==> config.mk <==
export PLATFORM = sky130hd
export DESIGN_NAME = posicionador_de_navios
export DESIGN_NICKNAME = d
export VERILOG_FILES = /design/src/rtl/posicionador_de_navios.sv
export SDC_FILE = /design/constraint.sdc
export NUM_CORES = 1
export LEC_CHECK = 0
export BUFFER_PORTS_ARGS = -buffer_cell sky130_fd_sc_hd__clkbuf_2
export CORE_UTILIZATION = 55
export CTS_CLUSTER_DIAMETER = 50
export CTS_CLUSTER_SIZE = 24
export DETAILED_ROUTE_END_ITERATION = 10
export GPL_TIMING_DRIVEN = 0
export PLACE_DENSITY = 0.75
export SYNTH_ARGS = -nofsm -noshare
export SYNTH_HDL_FRONTEND = slang
export SYNTH_SLANG_ARGS = --single-unit
==> constraint.sdc <==
create_clock -name clk -period 9.6 [get_ports clk]
set_clock_uncertainty 0.15 [all_clocks]
set_input_delay 1.92 -clock clk [delete_from_list [all_inputs] [get_ports clk]]
set_output_delay 1.92 -clock clk [all_outputs]
set_load 0.01 [all_outputs]
==> src/rtl/posicionador_de_navios.sv <==
// Ship-placement stage: validates and writes ships into the 5x7 map.
// Define ADJACENCIA_EN to forbid ships touching orthogonally.
module posicionador_de_navios #(
  parameter int NUM_NAVIOS = 3
) (
  input  logic       clk,
  input  logic       reset,
  input  logic       enable,
  input  logic       confirmar,
  input  logic [2:0] coordColuna,
  input  logic [2:0] coordLinha,
  input  logic       orientacao,
  output logic [6:0] mapa0,
  output logic [6:0] mapa1,
  output logic [6:0] mapa2,
  output logic [6:0] mapa3,
  output logic [6:0] mapa4,
  output logic [1:0] navioAtual,
  output logic       pronto,
  output logic       LED_R,
  output logic       LED_G,
  output logic       LED_B
);

  typedef enum logic [1:0] {
    IDLE,
    POSICIONANDO,
    VALIDAR,
    PRONTO
  } estado_t;

  localparam logic [1:0] ULTIMO = 2'(NUM_NAVIOS - 1);

  estado_t          estado;
  logic             conf_q;
  logic             pulso;
  logic [2:0]       col_q;
  logic [2:0]       lin_q;
  logic             ori_q;
  logic [4:0][6:0]  mapa_q;
  logic [4:0][6:0]  cand;
  logic [3:0]       col4;
  logic [3:0]       lin4;
  logic [3:0]       len4;
  logic [3:0]       fim_c;
  logic [3:0]       fim_l;
  logic             fora;
  logic             colide;
  logic             rejeita;

  assign pulso = confirmar & ~conf_q;
  assign col4  = {1'b0, col_q};
  assign lin4  = {1'b0, lin_q};
  assign len4  = {2'b00, navioAtual} + 4'd1;
  assign fim_c = col4 + len4 - 4'd1;
  assign fim_l = lin4 + len4 - 4'd1;

  assign fora = (col4 > 4'd4) | (lin4 > 4'd6)
              | (ori_q ? (fim_l > 4'd6)
                       : (fim_c > 4'd4));

  // Candidate cells span anchor..end along the chosen axis.
  for (genvar c = 0; c < 5; c++) begin : g_col
    for (genvar r = 0; r < 7; r++) begin : g_lin
      localparam logic [3:0] C = 4'(c);
      localparam logic [3:0] R = 4'(r);
      assign cand[c][r] = ori_q
        ? (col4 == C && lin4 <= R && R <= fim_l)
        : (lin4 == R && col4 <= C && C <= fim_c);
    end
  end

  assign colide = |(cand & mapa_q);

`ifdef ADJACENCIA_EN
  logic [4:0][6:0] viz;
  logic            toca;

  for (genvar c = 0; c < 5; c++) begin : g_viz
    logic [6:0] esq;
    logic [6:0] dir;
    if (c == 0) begin : g_e0
      assign esq = 7'd0;
    end else begin : g_e1
      assign esq = mapa_q[c-1];
    end
    if (c == 4) begin : g_d0
      assign dir = 7'd0;
    end else begin : g_d1
      assign dir = mapa_q[c+1];
    end
    assign viz[c] = mapa_q[c]
                  | (mapa_q[c] << 1)
                  | (mapa_q[c] >> 1)
                  | esq | dir;
  end

  assign toca    = |(cand & viz);
  assign rejeita = fora | colide | toca;
`else
  assign rejeita = fora | colide;
`endif

  always_ff @(posedge clk or posedge reset) begin
    if (reset) begin
      estado     <= IDLE;
      conf_q     <= 1'b0;
      col_q      <= '0;
      lin_q      <= '0;
      ori_q      <= 1'b0;
      mapa_q     <= '0;
      navioAtual <= '0;
      pronto     <= 1'b0;
      LED_R      <= 1'b0;
      LED_G      <= 1'b0;
      LED_B      <= 1'b0;
    end else begin
      conf_q <= confirmar;
      if (!enable) begin
        estado     <= IDLE;
        mapa_q     <= '0;
        navioAtual <= '0;
        pronto     <= 1'b0;
        LED_R      <= 1'b0;
        LED_G      <= 1'b0;
        LED_B      <= 1'b0;
      end else begin
        unique case (estado)
          IDLE: begin
            estado <= POSICIONANDO;
            LED_B  <= 1'b1;
          end
          POSICIONANDO: begin
            if (pulso) begin
              col_q  <= coordColuna;
              lin_q  <= coordLinha;
              ori_q  <= orientacao;
              estado <= VALIDAR;
            end
          end
          VALIDAR: begin
            if (rejeita) begin
              LED_R  <= 1'b1;
              LED_G  <= 1'b0;
              estado <= POSICIONANDO;
            end else begin
              mapa_q <= mapa_q | cand;
              LED_R  <= 1'b0;
              LED_G  <= 1'b1;
              if (navioAtual == ULTIMO) begin
                estado <= PRONTO;
                pronto <= 1'b1;
                LED_B  <= 1'b0;
              end else begin
                navioAtual <= navioAtual + 2'd1;
                estado     <= POSICIONANDO;
              end
            end
          end
          PRONTO: begin
          end
        endcase
      end
    end
  end

  assign mapa0 = mapa_q[0];
  assign mapa1 = mapa_q[1];
  assign mapa2 = mapa_q[2];
  assign mapa3 = mapa_q[3];
  assign mapa4 = mapa_q[4];

endmodule

==> results_dict.tcl, run 1 <==
set metrics [dict create \
    post_drt_wl_per_cell_um 18.0 \
    drive_gt1_share_pct 19.9 \
    yosysTopAreaCell "dfrtp_1" \
    chipHeight_um 77.6 \
    row_count 27 \
    fin_setup_tns_ns 0 \
    min_period_ns 5.15 \
    startpoint_type "flop" \
    rsz0062_at_grt "no" \
    ys_seq_area_share_pct 40.7 \
    period_share_pct 53.6 \
    syn_nets 379 \
    layout_common_cells "61 x nand2_1, 51 x dfrtp_1, 51 x clkbuf_2" \
    ios 52 \
    final_max_slew_viol_count 0 \
    synthFlopType "dfrtp_1" \
    syn_area_per_cell_um2 8.89 \
    worstPathArrival_ns 5.19 \
    hold_path.class "flop to flop" \
    crit_type "flop to flop" \
    ys_ff_latch 51 \
    cp_max_fo 10 \
    synth_cell_types 56 \
    multiInputGateArea_um2 1680 \
    gp_congestion 0.943 \
    diodes 0 \
    vias_per_cell 6.25 \
    grt_pass1_wl_um 14100 \
    clock-sinks 51 \
    reg2reg_from "navioAtual[0]$_DFFE_PP0P_" \
    yosys.area.top_type_share_pct 40.7 \
    endpoint_kind "flop" \
    globalRouteTotalUtil_pct 30.6 \
    wl_um 8730 \
    fin_nets 437 \
    max_slew_margin_pct 4.25 \
    cts_tree "built" \
    p_per_area_nw_per_um2 232 \
    die_w_um 77.6 \
    drt-initial-drc-count 325 \
    final_cell_area_um2 3610 \
    htreeDepth 2 \
    placed_cells 476 \
    max_freq_mhz 194 \
    synth_area_um2 3140 \
    status "complete, no violations" \
    placed_area_um2 3500 \
    final_common_cell "nand2_1" \
    hold_viol_final 0 \
    fin_cells 484 \
    antenna_found_initial 0 \
    port_buffers 50 \
    ant_nets 0 \
    drv_cap 0 \
    root_buffer "clkbuf_8" \
    crit_start "navioAtual[0]$_DFFE_PP0P_" \
    ctsResizeCount 0 \
    leakage_nw 1.60 \
    hpwl_um 6630 \
    via_count 3023 \
    irDropWorstVdd_mv 0.151 \
    drc 0 \
    synth_edf_count 0 \
    ys_warn_count 0 \
    worstMarginPinSlew_ns 1.43 \
    core_um2 5510 \
    setup_viol 0 \
    area_delta_synth_final_pct 15.1 \
    grt_pass1_vias 2741 \
    clkLatencyLatePin_ns 0.32 \
    async_flop_share_pct 100 \
    dieArea_um2 6010 \
    min_from "pronto$_DFFE_PP0P_" \
    ys_top_cells_by_area "dfrtp_1 41%, nand2_1 7.3%, ha_1 5.2%, o21ai_0 4.9%, nand3_1 3.3%" \
    grt_overflow 0 \
    cts_setup_buffers 0 \
    dr.pass1.iters 7 \
    cp_data_required_time_ns 9.65 \
    max-clock-path-buffers 2 \
    cts_buffers 5 \
    clkTransAtPathRegs_ns 0.09 \
    fillers 495 \
    start_util_pct 57.0 \
    hold_buffers 0 \
    grt_max_degree 36 \
    netlist_instances 353 \
    regArea_um2 1280 \
]
==> path summary, 6_finish.rpt <==
kind | to | slack, ns | cells past startpoint
min in group asynchronous | LED_B$_DFFE_PP0P_ | 1.40 | 2
hold / removal | pronto$_DFFE_PP0P_ | 0.37 | 2
hold reg to reg | pronto$_DFFE_PP0P_ | 0.37 | 2
setup / recovery | mapa0[0]$_DFFE_PP0P_ | 4.45 | 16
max in group asynchronous | mapa3[2]$_DFFE_PP0P_ | 7.38 | 3
setup reg to reg | mapa0[0]$_DFFE_PP0P_ | 4.45 | 16
==> power breakdown <==
group / internal, mW / leakage (nW) / switching (mW)
logic: 0.140 / 0.846 / 0.305
registers: 0.228 / 0.694 / 0.0102
clock network: 0.0777 / 0.0581 / 0.0755
==> per-stage QoR <==
step / power (mW) / worst slack, ns / hold WS (ns) / util, %
floorplan: 0.560 / 5.36 / 0.369 / -
global placement: 0.670 / 4.66 / 0.339 / 63.2
detailed placement: 0.674 / 4.58 / 0.337 / 63.6
CTS: 0.827 / 4.54 / 0.368 / 65.6
global route: 0.889 / 4.23 / 0.396 / 65.6
finish: 0.836 / 4.45 / 0.367 / 65.6
==> cells in the mapped netlist, types with 4 or more instances <==
cell       n
o21ai_0   31
clkbuf_1  12
nand3_1   21
nand2_1   61
nor2b_1    5
a22o_1     4
o22ai_1    5
mux2_2     8
a21oi_1   11
dfrtp_1   51
nor3_1     8
inv_1     20
buf_2      5
o31ai_1   10
nor2_1    11
a32o_1     8
nand2b_1   7
ha_1      13
==> layout make-up <==
cell class,instances,area share (%)
Tap cell,72,2.49
Clock buffer,5,1.91
Buffer,22,2.91
Clock inverter,3,1.21
Sequential cell,51,35.3
Timing Repair Buffer,51,7.48
Multi-Input combinational cell,260,46.6
Inverter,20,2.08
==> worst max-delay path, stage by stage (launching register included) <==
cell and delay [ns]:
dfrtp_1 0.52, inv_1 0.10, ha_1 0.39, ha_1 0.31
inv_1 0.04, ha_1 0.18, inv_1 0.07, fa_1 0.53
nand2b_1 0.20, a311oi_1 1.12, a22oi_1 0.24, a21oi_1 0.23
a221o_1 0.15, a2111o_1 0.25, or2_4 0.18, buf_2 0.22
o21ai_0 0.13
==> logic make-up (layout without fill, tap and decap cells) <==
logic type | Yosys count | count (layout) | synth area share (%)
fa+ha+maj | 15 | 15 | 6.46
mux | 10 | 10 | 3.51
simple gates | 131 | 131 | 19.9
buf+inv | 42 | 101 | 5.74
flops | 51 | 51 | 40.7
compound gates | 100 | 100 | 22.4
xor+xnor | 4 | 4 | 1.36
==> per-layer routing <==
metal  vias to the layer above  global-route usage [%]  part of all wire (%)
met5                         -                       0                     0
met4                         0                    12.1                   2.8
met3                        21                    6.82                   8.0
met2                       149                    46.3                    46
met1                      1450                    42.6                    44
li1                       1403                       -                     -
==> flip-flops by register name, summed over array words and instances (netlist names) <==
| name | cells |
|---|---|
| conf_q | 1 |
| pronto | 1 |
| col_q | 3 |
| navioAtual | 2 |
| LED_G | 1 |
| ori_q | 1 |
| LED_B | 1 |
| lin_q | 3 |
| LED_R | 1 |
| mapa4 | 7 |
| mapa2 | 7 |
| estado | 2 |
| mapa1 | 7 |
| mapa3 | 7 |
| mapa0 | 7 |
Note: power is estimated with default switching activity, not from simulation.
==> run 2, diff against run 1 <==
Settings changed: ABC_AREA set to 1, PLACE_DENSITY 0.75 to 0.74.
Clock period 9.6 ns to 5.4 ns, I/O delays scaled along.
==> results_dict.tcl, run 2 <==
set metrics [dict create \
    status "complete, no violations" \
    synthFlopType "dfrtp_1" \
    via_count 3845 \
    cts_setup_buffers 0 \
    fin_setup_tns_ns 0 \
    cts_tree "built" \
    irDropWorstVdd_mv 0.219 \
    clock-sinks 51 \
    layout_common_cells "151 x nand2_1, 104 x inv_1, 65 x nand3_1" \
    p_per_area_nw_per_um2 425 \
    htreeDepth 2 \
    startpoint_type "flop" \
    multiInputGateArea_um2 2020 \
    ant_nets 0 \
    cp_top_family "simple AND/OR/NAND/NOR gates" \
    clkLatencyLatePin_ns 0.32 \
    chipHeight_um 85.5 \
    ys_seq_area_share_pct 33.3 \
    hold_viol_final 0 \
    path_buf_inv 7 \
    cp_data_required_time_ns 5.49 \
    globalRouteTotalUtil_pct 32.2 \
    hold_path.class "flop to flop" \
    async_flop_share_pct 100 \
    period_share_pct 79.1 \
    yosys.area.top_type_share_pct 33.3 \
    syn_area_per_cell_um2 6.65 \
    grt_max_degree 30 \
    ys_warn_count 0 \
    fin_nets 662 \
    diodes 0 \
    synth_cell_types 28 \
    ctsResizeCount 0 \
    ys_ff_latch 51 \
    gp_congestion 0.949 \
    port_buffers 51 \
    yosysTopAreaCell "dfrtp_1" \
    cts_buffers 5 \
    drc 0 \
    hpwl_um 8890 \
    slowest_delay_ns 0.51 \
    rr_worst_depth 24 \
    post_drt_wl_per_cell_um 15.6 \
    worstMarginPinSlew_ns 0.734 \
    synth_common_cells "151 x nand2_1, 105 x inv_1, 65 x nand3_1" \
    worstPathArrival_ns 4.36 \
    max_freq_mhz 234 \
    syn_nets 603 \
    setup_viol 0 \
    core_um2 6760 \
    crit_slowest_cell "dfrtp_1" \
    min_path_cells 2 \
    crit_top_cell "nand2_1" \
    path_depth 24 \
    netlist_instances 577 \
    rsz0062_at_grt "no" \
    area_delta_synth_final_pct 12.8 \
    leakage_nw 2.32 \
    endpoint_kind "flop" \
    root_buffer "clkbuf_8" \
    dieArea_um2 7310 \
    max_slew_margin_pct 51.1 \
    vias_per_cell 5.36 \
    grt_pass1_vias 3590 \
    path_cells "inv_1 -> ha_1 -> ha_1 -> inv_1 -> ha_1 -> inv_1 -> fa_1 -> inv_1 -> nand2_1 -> nand2_1 -> nand3_1 -> nand3_1 -> o21ai_0 -> nand2_1 -> nand2_1 -> nor2_1 -> nand2_1 -> inv_1 -> nand2_1 -> nor2_2 -> buf_6 -> buf_8 -> nand2_2 -> a21oi_2" \
    final_max_slew_viol_count 0 \
    crit_type "flop to flop" \
    start_util_pct 56.8 \
    cp_max_fo 10 \
    ios 52 \
    grt_overflow 0 \
    die_w_um 85.5 \
    dr.pass1.iters 5 \
    synth_area_um2 3840 \
    row_count 30 \
    fin_cells 717 \
    clkTransAtPathRegs_ns 0.11 \
    antenna_found_initial 0 \
    synth_edf_count 0 \
    grt_pass1_wl_um 17900 \
    max-clock-path-buffers 2 \
    ys_top_cells_by_area "dfrtp_1 33%, nand2_1 15%, inv_1 10%, nand3_1 8.5%, nor2_1 4.8%" \
    final_common_cell "nand2_1" \
    wl_um 11200 \
    drt-initial-drc-count 289 \
    hold_buffers 0 \
    drv_cap 0 \
    min_period_ns 4.27 \
    synth_most_common_cell "nand2_1" \
    drive_gt1_share_pct 19.9 \
    regArea_um2 1280 \
    fillers 668 \
    placed_cells 709 \
]
[run 2: kinds of logic (layout without fill, tap and decap cells)]
group,Yosys count,after routing,synth area share (%)
AO/OA/AOI/OAI,67,67,11.1
adder cells (fa/ha/maj),15,15,5.28
AND/OR/NAND/NOR,315,315,36.4
buffers and inverters,129,189,14.0
flip-flops,51,51,33.3
[run 2: path summary, 6_finish.rpt]
| check | slack (ns) | endpoint | from |
|---|---|---|---|
| worst max-delay path | 1.13 | mapa3[4]$_DFFE_PP0P_ | navioAtual[0]$_DFFE_PP0P_ |
| worst min-delay path | 0.36 | estado[1]$_DFFE_PP0P_ | estado[1]$_DFFE_PP0P_ |
| min in group asynchronous | 0.63 | mapa4[5]$_DFFE_PP0P_ | reset |
| worst max register to register | 1.13 | mapa3[4]$_DFFE_PP0P_ | navioAtual[0]$_DFFE_PP0P_ |
| worst min register to register | 0.36 | estado[1]$_DFFE_PP0P_ | estado[1]$_DFFE_PP0P_ |
| max in group asynchronous | 3.93 | mapa0[3]$_DFFE_PP0P_ | reset |
[run 2: per-layer routing]
metal / track usage, % / routed length, µm
met5: 0 / 0
met4: 9.70 / 266
met3: 4.43 / 682
met2: 54.8 / 5220
met1: 42.8 / 5010
[run 2: final cells by class]
cell class / count / share of cell area (%)
clock inverters: 3 / 1.10
clock buffers: 5 / 1.59
inverters: 111 / 9.63
multi-input cells: 397 / 46.7
repair buffers: 52 / 6.36
well taps: 80 / 2.31
plain buffers: 18 / 2.78
flip-flops and latches: 51 / 29.5
[run 2: metrics by stage]
stage | power (mW) | utilization [%] | hold WS, ns | cell area (µm²) | setup WS [ns]
floorplan | 1.24 | - | 0.324 | 3840 | 1.85
global placement | 1.51 | 62.0 | 0.345 | 4190 | 1.35
detailed placement | 1.53 | 62.3 | 0.343 | 4210 | 1.24
CTS | 1.82 | 64.1 | 0.371 | 4330 | 1.18
global route | 1.98 | 64.1 | 0.406 | 4330 | 0.921
finish | 1.84 | 64.1 | 0.363 | 4330 | 1.13
[run 2: power by group]
| group | switching, mW | internal, mW | leakage [nW] | total (mW) |
|---|---|---|---|---|
| logic | 0.787 | 0.300 | 1.58 | 1.09 |
| registers | 0.0480 | 0.418 | 0.684 | 0.466 |
| clock network | 0.146 | 0.141 | 0.0587 | 0.287 |
| total | 0.981 | 0.859 | 2.32 | 1.84 |
[run 2: worst register-to-register path: stages, from the launching register on]
cell and delay [ns]:
dfrtp_1 0.51, inv_1 0.11, ha_1 0.39, ha_1 0.30, inv_1 0.06, ha_1 0.13, inv_1 0.04, fa_1 0.40
inv_1 0.09, nand2_1 0.05, nand2_1 0.15, nand3_1 0.28, nand3_1 0.14, o21ai_0 0.18, nand2_1 0.11, nand2_1 0.05
nor2_1 0.16, nand2_1 0.11, inv_1 0.06, nand2_1 0.06, nor2_2 0.13, buf_6 0.17, buf_8 0.17, nand2_2 0.06
a21oi_2 0.13
